==> src/rtl/bht_predictor.sv <==
`default_nettype none
// +----------------------------------------------------------------------------+
// | bht_predictor: PC-indexed 2-bit counter BHT with in-flight prediction FIFO  |
// | Revision: 1.0                                                               |
// +----------------------------------------------------------------------------+
module bht_predictor #(
  parameter int INDEX_BITS = 4,
  parameter int PC_WIDTH   = 32,
  parameter int QDEPTH     = 4
) (
  input  logic                      clock,
  input  logic                      reset,
  input  logic                      lookup_valid,
  input  logic [PC_WIDTH-1:0]       lookup_pc,
  output logic                      lookup_ready,
  output logic                      predict_taken,
  input  logic                      resolve_valid,
  input  logic                      resolve_taken,
  output logic                      mispredict,
  output logic [$clog2(QDEPTH):0]   pending_count
);

  localparam int                 c_ENTRIES   = 2 ** INDEX_BITS;
  localparam int                 c_PTR_W     = $clog2(QDEPTH);
  localparam int                 c_CNT_W     = c_PTR_W + 1;
  localparam logic [c_CNT_W-1:0] c_FULL      = c_CNT_W'(QDEPTH);
  localparam logic [1:0]         c_CNT_RESET = 2'b01;

  logic [1:0]            r_cnt [c_ENTRIES];
  logic [INDEX_BITS-1:0] r_q_idx [QDEPTH];
  logic [QDEPTH-1:0]     r_q_pred;
  logic [c_PTR_W-1:0]    r_head;
  logic [c_PTR_W-1:0]    r_tail;
  logic [c_CNT_W-1:0]    r_count;
  logic                  r_mispredict;

  logic [INDEX_BITS-1:0] w_index;
  logic                  w_predict;
  logic                  w_ready;
  logic                  w_push;
  logic                  w_pop;
  logic                  w_flush;
  logic                  w_enq;
  logic [INDEX_BITS-1:0] w_head_idx;
  logic                  w_head_pred;
  logic [1:0]            w_head_cnt;
  logic [1:0]            w_trained;
  logic                  w_unused_pc_bits;

  assign w_index          = lookup_pc[INDEX_BITS+1:2];
  assign w_unused_pc_bits = ^{lookup_pc[PC_WIDTH-1:INDEX_BITS+2], lookup_pc[1:0]};
  assign w_predict        = r_cnt[w_index][1];
  assign w_ready          = (r_count != c_FULL);
  assign w_push           = lookup_valid & w_ready;
  assign w_pop            = resolve_valid & (r_count != '0);
  assign w_head_idx       = r_q_idx[r_head];
  assign w_head_pred      = r_q_pred[r_head];
  assign w_flush          = w_pop & (resolve_taken != w_head_pred);
  // Younger entries behind a mispredict are wrong-path, so a same-cycle push is dropped.
  assign w_enq            = w_push & ~w_flush;
  assign w_head_cnt       = r_cnt[w_head_idx];

  always_comb begin
    w_trained = w_head_cnt;
    if (resolve_taken) begin
      if (w_head_cnt != 2'b11) w_trained = w_head_cnt + 2'd1;
    end else begin
      if (w_head_cnt != 2'b00) w_trained = w_head_cnt - 2'd1;
    end
  end

  always_ff @(posedge clock or negedge reset) begin
    if (!reset) begin
      for (int i = 0; i < c_ENTRIES; i++) r_cnt[i] <= c_CNT_RESET;
    end else if (w_pop) begin
      r_cnt[w_head_idx] <= w_trained;
    end
  end

  always_ff @(posedge clock or negedge reset) begin
    if (!reset) begin
      for (int i = 0; i < QDEPTH; i++) r_q_idx[i] <= '0;
      r_q_pred <= '0;
    end else if (w_enq) begin
      r_q_idx[r_tail]  <= w_index;
      r_q_pred[r_tail] <= w_predict;
    end
  end

  always_ff @(posedge clock or negedge reset) begin
    if (!reset) begin
      r_head       <= '0;
      r_tail       <= '0;
      r_count      <= '0;
      r_mispredict <= 1'b0;
    end else begin
      r_mispredict <= w_flush;
      if (w_flush) begin
        r_head  <= r_tail;
        r_count <= '0;
      end else begin
        if (w_enq) r_tail <= r_tail + c_PTR_W'(1);
        if (w_pop) r_head <= r_head + c_PTR_W'(1);
        case ({w_enq, w_pop})
          2'b10:   r_count <= r_count + c_CNT_W'(1);
          2'b01:   r_count <= r_count - c_CNT_W'(1);
          default: r_count <= r_count;
        endcase
      end
    end
  end

  assign lookup_ready  = w_ready;
  assign predict_taken = w_predict;
  assign mispredict    = r_mispredict;
  assign pending_count = r_count;

endmodule
`default_nettype wire
==> config.mk <==
export PLATFORM = sky130hd
export DESIGN_NAME = bht_predictor
export DESIGN_NICKNAME = d
export VERILOG_FILES = /design/src/rtl/bht_predictor.sv
export SDC_FILE = /design/constraint.sdc
export NUM_CORES = 1
export LEC_CHECK = 0
export ABC_AREA = 1
export BUFFER_PORTS_ARGS = -buffer_cell sky130_fd_sc_hd__buf_2
export CORE_UTILIZATION = 65
export CTS_BUF_LIST = sky130_fd_sc_hd__clkbuf_4
export DETAILED_ROUTE_END_ITERATION = 16
export PLACE_DENSITY = 0.88
export SLEW_MARGIN = 30
export SYNTH_ARGS = -nofsm -noshare
export SYNTH_HDL_FRONTEND = slang
export SYNTH_SLANG_ARGS = --single-unit
==> constraint.sdc <==
create_clock -name clock -period 6.2 [get_ports clock]
set_clock_uncertainty 0.05 [all_clocks]
set_input_delay 0.62 -clock clock [delete_from_list [all_inputs] [get_ports clock]]
set_output_delay 0.62 -clock clock [all_outputs]
set_load 0.1 [all_outputs]
# Word-level counts from Yosys, hierarchy flattened
# Index checks and enable logic that the tools add are counted.
word_totals:
  reg_bits: 60
  latchBits: 0
  ram_bits: 0
  mem_bits_ro: 0
  input_bits: 37
  out_inout_bits: 6
  wordCells: 89
  mem_count: 0
op_classes:
  add_sub_neg: 6
  n_mul: 0
  div_mod_pow: 0
  order_cmp: 9
  eq_ne: 5
  n_shift: 0
  muxes: 27
  bitwise: 9
  n_reduce_logical: 8
op_table:
  columns: ["op", "n"]
  rows:
  - ["$bwmux W32", 1]
  - ["$mux W2", 10]
  - ["$bmux W2 S4", 2]
  - ["$bwmux W16", 1]
  - ["$mux W4", 3]
  - ["$ge A5 B5 Y1 const B", 2]
  - ["$not A4 Y5", 2]
  - ["$bmux W4 S2", 1]
  - ["$demux W2 S4", 1]
  - ["$demux W4 S2", 1]
  - ["$add A2 B1 Y2 const B", 3]
  - ["$ge A3 B3 Y1 const B", 2]
  - ["$lt A2 B3 Y1 const B", 2]
  - ["$not A2 Y3", 2]
  - ["$pmux W3 S2", 1]
  - ["$reduce_bool A3 Y1", 2]
  - ["$lt A5 B1 Y1 const B", 1]
  - ["$and A1 B1 Y1", 4]
  - ["$bwmux W4", 1]
  - ["$reduce_bool A2 Y1", 2]
  - ["$add A3 B1 Y3 const B", 1]
  - ["$logic_and A1 B1 Y1", 3]
  - ["$lt A3 B1 Y1 const B", 1]
  - ["$mux W3", 1]
  - ["other kinds (13)", 14]

# Depth between registers and ports, before layout
# Gate-level depths: netlist (run 1).
depth:
  word_depth: 12
  depth_mapped: 18
  mapped_depth_nobuf: 16

# Least setup slack after synthesis (run 1)
# Ideal clock, no wire load.
synth_timing:
  path_kind: "register -> register"
  from: "reg r_count[2] (netlist: pending_count[2])"
  to: "reg r_count[2] (netlist: pending_count[2])"
  setup_time_ps: 127
  t_arrival_ps: 3237
  t_required_ps: 6023
  slack_ps: 2787
  stages_incl_launch_ff: 10
  n_path_buf: 0
  synth_period_minus_slack_ps: 3413
  path_cell_list: "dfrtp_1 nand3_1 and2_1 nand2_1 nand2_1 inv_1 fa_1 xor2_1 xor2_1 o22ai_1"
synth_via:
  word_cells_on_any_way: 14
  cone_classes: "add/sub (2); eq/ne (3); mux (2); bitwise (5); reduce/logical (2)"
synth_lines:
  columns: ["item", "line", "source"]
  rows:
  - ["start, declared", "34", "logic [c_CNT_W-1:0] r_count;"]
  - ["start signal, assigned", "105", "2'b10: r_count <= r_count + c_CNT_W'(1);"]
  - ["start signal, assigned", "106", "2'b01: r_count <= r_count - c_CNT_W'(1);"]
  - ["start signal, assigned", "107", "default: r_count <= r_count;"]
  - ["$ne A3 B3 Y1 (*)", "53", "assign w_ready = (r_count != c_FULL);"]
  - ["named net lookup_ready", "15", "output logic lookup_ready,"]
  - ["$and A1 B1 Y1 (*)", "54", "assign w_push = lookup_valid & w_ready;"]
  - ["$and A1 B1 Y1 (*)", "60", "assign w_enq = w_push & ~w_flush;"]
  - ["$eq A2 B1 Y1 / $eq A2 B2 Y1 (equally long branches)", "104", "case ({w_enq, w_pop})"]
  - ["$pmux W3 S2", "104", null]
  - ["$mux W3", "98", "if (w_flush) begin"]
# Mark *: on every way through the listed nets, which the timed path passes. The rest lies on a longest branch.
# A chain may end at the register's enable or synchronous reset.

# Worst setup path in the final report (run 1)
layout_timing:
  from: "in lookup_pc[2]"
  to: "out predict_taken"
layout_via:
  elab_chain_len: 4
layout_rtl:
  columns: ["item", "line", "source"]
  rows:
  - ["start, declared", "14", "input logic [PC_WIDTH-1:0] lookup_pc,"]
  - ["$not A4 Y5 (implied by the code)", "52", "assign w_predict = r_cnt[w_index][1];"]
  - ["$bmux W2 S4", "52", null]
  - ["$mux W2 (implied by the code) (2 in a row)", "52", null]
  - ["end, declared", "16", "output logic predict_taken,"]
# No other way between the ends. The select of a mux whose other input is x is not followed.

==> run summary, run 1 <==
FINAL LAYOUT
---------------------------------------------------------------------------------
Antenna cells                                                                   0
Share of the core filled with cells in the final layout                    73.69%
P&R area growth vs syn                                                     5.545%
Net count of the finished layout                                              518
Proportion of layout cells with a drive suffix above 1                     17.05%

DRT
---------------------------------------------------------------------------------
Count of unresolved DRC violations after routing                                0
Antenna Violating Nets Remaining                                                0
Routed via count                                                             3092
Number of optimization iterations in the first detailed-route pass              5
First DRT Iteration DRCs                                                      433
Post-detailed-route via-to-cell ratio                                       5.642
DR WL/cell                                                               14.59 µm
Total wire length                                                         7996 µm

STA
---------------------------------------------------------------------------------
Relative slew slack                                                        50.53%
Final period utilization                                                   45.12%
Post-layout worst setup margin                                           3.403 ns
Total setup violations reported at the end of the flow                          0
Maximum clock frequency                                                0.3575 GHz
Number of pins exceeding their max-slew limit in the final report               0
Unrepaired setup endpoints after global routing                             false
Total Neg Setup Slack                                                        0 ns
Hold Violations, Final                                                          0
Slew at the pin closest to its max-slew limit                           0.7421 ns
Min Tclk post-route                                                      2.797 ns

DIE
---------------------------------------------------------------------------------
Initial core utilization                                                   69.82%
Core Box Area                                                            4880 µm²
Placement row count                                                            25
Total die area                                                           5535 µm²
Die width                                                                74.40 µm
Vertical die dimension                                                   74.40 µm
Ports placed on the boundary                                                   43

SYNTH
---------------------------------------------------------------------------------
Total number of yosys warnings                                                  0
Number of enable flip-flop cells after synthesis                                0
Share of async-settable or async-resettable flops after synthesis          100.0%
Top_reg_cell synth                                                   sky130_fd_sc_hd__dfrtp_1
Syn Nets                                                                      502
Count of state elements after synthesis                                        60
Cells after synthesis                                                         460
List of most frequent post-synthesis cells                           190 x sky130_fd_sc_hd__nand2_1, 44 x sky130_fd_sc_hd__dfrtp_1, 40 x sky130_fd_sc_hd__inv_1
Cell Area, Synth                                                         3407 µm²
Post-synth top area share                                                  32.32%
Avg Cell Area, Syn                                                      7.407 µm²
Largest cells by area after synthesis                                sky130_fd_sc_hd__dfrtp_1 32%, sky130_fd_sc_hd__nand2_1 21%, sky130_fd_sc_hd__dfstp_2 12%, sky130_fd_sc_hd__nand3_1 5.4%, sky130_fd_sc_hd__o21ai_0 4.6%
Seq/Total Area, Yosys                                                      44.66%
Most frequently used cell type in the post-synthesis netlist         sky130_fd_sc_hd__nand2_1
Unique cell type count in the Yosys netlist                                    30
Library cell with the largest summed area after synthesis            sky130_fd_sc_hd__dfrtp_1

SETUP PATH
---------------------------------------------------------------------------------
Worst-case reg-to-reg path depth                                               16
Startpoint type of the worst setup path                                input port
Cell-by-cell listing of the critical path                            buf_2 > inv_1 > o21ai_0 > o221ai_1 > nand3_1 > nand2_1 > buf_2
Startpoint of the worst register-to-register path                       r_head[0]
Maximum fanout along the worst path                                            12
Top cell by count, worst path                                        sky130_fd_sc_hd__buf_2
R2R Setup Slk                                                             3.42 ns
Endpoint of the worst-slack reg-to-reg timing path                       r_cnt[8]
Endpoint kind of the worst setup timing path                         primary output
Required time of the critical path                                        5.53 ns
Arrival time at the worst endpoint                                        2.13 ns
Slowest stage cell on the critical path                              sky130_fd_sc_hd__buf_2
Worst Setup Path Type                                                   in -> out
Delay of the slowest critical-path stage                                  0.46 ns

CTS
---------------------------------------------------------------------------------
Max Root-Sink Buffers                                                           2
Clk sink count                                                                 60
Post-CTS resize count                                                           0
Hold-fix buffers, CTS                                                           0
Root buffer selected by CTS                                          sky130_fd_sc_hd__clkbuf_4
Clock tree from TritonCTS                                                   built
CTS H-tree lvls                                                                 3
Clock transition at the registers of the reported paths                   0.10 ns
Buffer count from post-CTS setup fixing                                         0
Clock latency on the worst-skew pair                                      0.41 ns
Inserted Clock Buffers                                                          9

PLACEMENT
---------------------------------------------------------------------------------
Quantity of I/O buffers inserted on ports                                      14
Placer's final routability congestion estimate                             0.9672
Setup WS pre-CTS                                                         3.417 ns
Hpwl dp                                                                   5353 µm

GLOBAL ROUTING
---------------------------------------------------------------------------------
Grt total ovfl                                                                  0
Number of antenna violations at the first check in global routing               0
Number of global-route vias before repair                                    2973
Maximum number of pins on one net before global-route repair                   61
Wire length of the first global-routing pass                             13470 µm
Total global routing track utilization                                     32.71%

POWER AND IR DROP
---------------------------------------------------------------------------------
Lkg Pwr                                                                  1.879 nW
VDD IR-drop max                                                          516.1 µV
Power Density                                                        594.4 nW/µm²

MIN PATH
---------------------------------------------------------------------------------
Worst min-delay path class                                            in -> async

OUTCOME
---------------------------------------------------------------------------------
Status                                                               finished clean

RUN
---------------------------------------------------------------------------------
Number of maximum-capacitance violations                                        0

[state kept, by name, summed over array words and instances, names as in the netlist]
name / count
r_cnt: 32
r_tail: 2
r_head: 2
r_q_idx: 16
pending_count: 3
mispredict: 1
r_q_pred: 4
[through the flow]
step | std cells | hold slack [ns] | instance area [µm²] | power (mW)
after floorplan | 460 | 0.2744 | 3407 | 1.671
after global placement | 532 | 0.4030 | 3481 | 1.825
after detailed placement | 532 | 0.4084 | 3481 | 1.864
after CTS | 548 | 0.3236 | 3596 | 2.110
after global routing | 548 | 0.3576 | 3596 | 2.296
final | 548 | 0.2947 | 3596 | 2.137
[power breakdown]
| group | internal [mW] | switching [mW] |
|---|---|---|
| Clock | 0.0995 | 0.139 |
| Combinational | 0.306 | 0.869 |
| Sequential | 0.587 | 0.138 |
| Total | 0.992 | 1.15 |
[cells by family (layout without fill, tap and decap cells)]
group                    after synthesis  after routing  share of synthesized area (%)
AND/OR/NAND/NOR                      288            288                          36.69
flip-flops                            60             60                          44.66
buffers and inverters                 57             78                          7.822
AO/OA/AOI/OAI                         44             44                          7.088
adder cells (fa/ha/maj)                5              5                          2.057
XOR/XNOR                               4              4                          1.028
multiplexers                           2              2                         0.6610
[cell usage in the layout, fill, tap and decap left out, types with 2 or more instances in the layout]
cell	count
sky130_fd_sc_hd__xor2_1	4
sky130_fd_sc_hd__nor2_1	32
sky130_fd_sc_hd__a21oi_1	6
sky130_fd_sc_hd__nand3_1	37
sky130_fd_sc_hd__nor2_4	2
sky130_fd_sc_hd__o21ai_0	31
sky130_fd_sc_hd__nand2_1	190
sky130_fd_sc_hd__inv_1	40
sky130_fd_sc_hd__nand3_4	2
sky130_fd_sc_hd__mux2_1	2
sky130_fd_sc_hd__clkbuf_4	13
sky130_fd_sc_hd__nor2_2	4
sky130_fd_sc_hd__nand2_4	3
sky130_fd_sc_hd__clkinv_2	2
sky130_fd_sc_hd__dfrtp_1	44
sky130_fd_sc_hd__dfstp_2	16
sky130_fd_sc_hd__nand2_2	15
sky130_fd_sc_hd__buf_2	14
sky130_fd_sc_hd__o221ai_1	4
sky130_fd_sc_hd__inv_2	6
sky130_fd_sc_hd__ha_1	4
[worst max-delay path: cells and delay by family]
family          cells  cell delay [ns]
simple gates        2             0.27
buf+inv             3             0.92
compound gates      2             0.32
[worst max path at each step]
| stage | start | end | slack (ns) | depth (start not counted) |
|---|---|---|---|---|
| 2_1_floorplan | pending_count[2] | pending_count[2] | 2.79 | 9 |
| 5_1_grt | r_head[0] | r_cnt[19] | 3.18 | 15 |
| 3_3_place_gp | lookup_pc[2] | predict_taken | 3.43 | 7 |
| 3_5_place_dp | resolve_valid | pending_count[2] | 3.42 | 11 |
| 6_report | lookup_pc[2] | predict_taken | 3.40 | 7 |
| 4_1_cts | lookup_pc[2] | predict_taken | 3.41 | 7 |
[area by class of cell]
class / count / area (µm²)
Fill cell: 379 / 1284
Sequential cell: 60 / 1521
Inverter: 47 / 178.9
Tap cell: 67 / 83.83
Clock inverter: 3 / 17.52
Multi-Input combinational cell: 343 / 1619
Clock buffer: 13 / 97.59
Timing Repair Buffer: 15 / 77.57
[routing by layer]
metal | share of wire (%) | GRT usage, % | vias up | wire [µm]
li1 | - | - | 1470 | -
met1 | 43 | 44.13 | 1440 | 3425
met2 | 46 | 50.35 | 154 | 3658
met3 | 8.6 | 7.182 | 28 | 684
met4 | 2.9 | 15.51 | 0 | 228
met5 | 0 | 0 | - | 0
Note: power is estimated with default switching activity, not from simulation.
==> run 2, diff against run 1 <==
Settings changed: CORE_UTILIZATION 65 to 60, PLACE_DENSITY 0.88 to 0.82.
Clock period 6.2 ns to 2.8 ns, I/O delays scaled along.
==> run 2 against run 1 <==
  * Register-to-register slack got worse by 3.2 ns
  * Hold slack got worse by 0.089 ns
  * Non-clock buffer count rose by 5
  * Critical path type is now reg -> reg
==> run summary, run 2 (synthesis gave the netlist of run 1 again) <==
OUTCOME
---------------------------------------------------------------------------------
Status                                                               finished clean

SETUP PATH
---------------------------------------------------------------------------------
Worst Setup Path Type                                                  reg -> reg
Worst-case reg-to-reg path depth                                               15
Cell-by-cell listing of the critical path                            inv_4 > nand2_2 > nand3_4 > nand2_4 > inv_2 > nand2_1 > nand2_1 > nand2_1 > nand2_1 > nand2_1 > nand2_1 > nor2_2 > nand2_2 > nand3_1 > nand2_1
Startpoint of the worst register-to-register path                       r_head[0]
Endpoint kind of the worst setup timing path                            flip-flop
Top cell by count, worst path                                        sky130_fd_sc_hd__nand2_1
R2R Setup Slk                                                             0.20 ns
Startpoint type of the worst setup path                                 flip-flop
Required time of the critical path                                        3.04 ns
Arrival time at the worst endpoint                                        2.84 ns
Delay of the slowest critical-path stage                                  0.59 ns
Slowest stage cell on the critical path                              sky130_fd_sc_hd__dfrtp_2
Endpoint of the worst-slack reg-to-reg timing path                      r_cnt[31]
Maximum fanout along the worst path                                            19

STA
---------------------------------------------------------------------------------
Unrepaired setup endpoints after global routing                             false
Min Tclk post-route                                                      2.596 ns
Relative slew slack                                                        50.43%
Maximum clock frequency                                                0.3852 GHz
Final period utilization                                                   92.72%
Final hold slack                                                        0.2058 ns
Hold Violations, Final                                                          0
Total Neg Setup Slack                                                        0 ns
Number of pins exceeding their max-slew limit in the final report               0
Slew at the pin closest to its max-slew limit                           0.7436 ns
Total setup violations reported at the end of the flow                          0

PLACEMENT
---------------------------------------------------------------------------------
Quantity of I/O buffers inserted on ports                                      14
Hpwl dp                                                                   5418 µm
Placer's final routability congestion estimate                             0.9636

DRT
---------------------------------------------------------------------------------
Count of unresolved DRC violations after routing                                0
DR WL/cell                                                               14.33 µm
First DRT Iteration DRCs                                                      279
Routed via count                                                             3032
Post-detailed-route via-to-cell ratio                                       5.434
Antenna Violating Nets Remaining                                                0
Number of optimization iterations in the first detailed-route pass              5
Total wire length                                                         7996 µm

MIN PATH
---------------------------------------------------------------------------------
Worst min-delay path class                                              in -> reg
Start point of the worst hold path                                   lookup_pc[5]
Number of cells on the worst hold path                                          3
Min-Delay Endpoint                                                    r_q_idx[11]

POWER AND IR DROP
---------------------------------------------------------------------------------
Total power draw                                                         5.061 mW
Power Density                                                         1357 nW/µm²
VDD IR-drop max                                                          927.6 µV
Lkg Pwr                                                                  1.927 nW

CTS
---------------------------------------------------------------------------------
CTS H-tree lvls                                                                 3
Clock tree from TritonCTS                                                   built
Inserted Clock Buffers                                                          9
Root buffer selected by CTS                                          sky130_fd_sc_hd__clkbuf_4
Max Root-Sink Buffers                                                           2
Clock latency on the worst-skew pair                                      0.41 ns
Clock transition at the registers of the reported paths                   0.12 ns
Buffer count from post-CTS setup fixing                                         0
Clk sink count                                                                 60

FINAL LAYOUT
---------------------------------------------------------------------------------
Most common cell after layout, fill and taps aside                   sky130_fd_sc_hd__nand2_1
Net count of the finished layout                                              523
Antenna cells                                                                   0
Fill cells                                                                    464
Number of flip-flops under the largest register name                           32
Leading registers by flop count                                      r_cnt x32, r_q_idx x16, r_q_pred x4
Commonest cells after routing, fill and taps aside                   190 x sky130_fd_sc_hd__nand2_1, 40 x sky130_fd_sc_hd__inv_1, 40 x sky130_fd_sc_hd__dfrtp_1, 36 x sky130_fd_sc_hd__nand3_1, 32 x sky130_fd_sc_hd__nor2_1
P&R area growth vs syn                                                     9.438%
Biggest register                                                            r_cnt
Proportion of layout cells with a drive suffix above 1                     18.72%

DIE
---------------------------------------------------------------------------------
Placement row count                                                            27
Vertical die dimension                                                   77.36 µm
Ports placed on the boundary                                                   43
Die width                                                                77.36 µm
Core Box Area                                                            5473 µm²
Total die area                                                           5984 µm²
Initial core utilization                                                   62.25%

GLOBAL ROUTING
---------------------------------------------------------------------------------
Met1 demand-to-capacity share in global routing                            40.19%
GR Util met3                                                               7.647%
Number of antenna violations at the first check in global routing               0
Most Used Layer, Global Route                                                met2
Total global routing track utilization                                     29.73%
Grt total ovfl                                                                  0
Number of global-route vias before repair                                    2930
Met2 capacity usage during global routing                                  44.42%
Maximum number of pins on one net before global-route repair                   61
Wire length of the first global-routing pass                             13680 µm

RUN
---------------------------------------------------------------------------------
Number of maximum-capacitance violations                                        0

==> run 2: changes by cell type in the layout (fill, tap and decap cells not counted) <==
| cell | change |
|---|---|
| sky130_fd_sc_hd__clkinv_4 | +2 |
| sky130_fd_sc_hd__inv_6 | +1 |
| sky130_fd_sc_hd__nand3_2 | +1 |
| sky130_fd_sc_hd__clkinv_2 | -2 |
| sky130_fd_sc_hd__bufinv_16 | +3 |
| sky130_fd_sc_hd__dfrtp_2 | +4 |
| sky130_fd_sc_hd__buf_4 | +4 |
| sky130_fd_sc_hd__clkbuf_4 | -4 |
| sky130_fd_sc_hd__dlygate4sd3_1 | +1 |
| sky130_fd_sc_hd__nand3_1 | -1 |
| sky130_fd_sc_hd__dfrtp_1 | -4 |
==> run 2: power by group <==
group / internal [mW] / switching [mW] / leakage [nW] / total [mW]
Sequential: 1.30 / 0.298 / 0.725 / 1.60
Clock: 0.457 / 0.350 / 0.0967 / 0.808
Combinational: 0.717 / 1.93 / 1.11 / 2.65
==> run 2: final cells by class <==
class	instances	area (µm²)	area share (%)
clock buffers	9	67.56	1.812
clock inverters	7	123.9	3.322
inverters	47	178.9	4.799
multi-input cells	343	1624	43.56
flip-flops and latches	60	1526	40.94
well taps	72	90.09	2.416
repair buffers	20	117.6	3.154
==> run 2: worst max-delay path by stage <==
stage / start / end / slack (ns) / cells past startpoint
floorplan: pending_count[0] / pending_count[2] / 0.11 / 10
global placement: r_head[0] / r_cnt[27] / 0.17 / 15
detailed placement: r_head[0] / r_cnt[25] / 0.12 / 15
CTS: r_head[0] / r_cnt[31] / 0.08 / 15
global route: r_head[0] / r_cnt[11] / 0.05 / 15
finish: r_head[0] / r_cnt[31] / 0.20 / 15
==> run 2: per-stage QoR <==
step	instance area (µm²)	instances	utilization, %	setup WS (ns)
2_1_floorplan	3416	460	-	0.1092
3_3_place_gp	3526	541	64.43	0.1748
3_5_place_dp	3526	541	64.43	0.1222
4_1_cts	3727	558	68.11	0.07581
5_1_grt	3729	558	68.13	0.04676
6_report	3729	558	68.13	0.2039
==> run 2: routing by layer <==
layer / share of wire [%] / wire length (µm) / vias up
li1: - / - / 1476
met1: 45 / 3565 / 1405
met2: 45 / 3624 / 128
met3: 7.0 / 557 / 23
met4: 3.1 / 249 / 0
met5: 0 / 0 / -
==> run 2: repair_timing <==
item / in CTS / in global routing
endpoints found under the hold margin: 42 / 0
setup endpoints to repair: 0 / 32
hold buffers: 1 / 0
gates resized for setup: 0 / 1
==> run 2: critical path: cells and delay by family, from the launching register on <==
kind	cells	cell delay [ns]
buffers and inverters	2	0.27
AND/OR/NAND/NOR	13	1.54
flip-flops	1	0.59
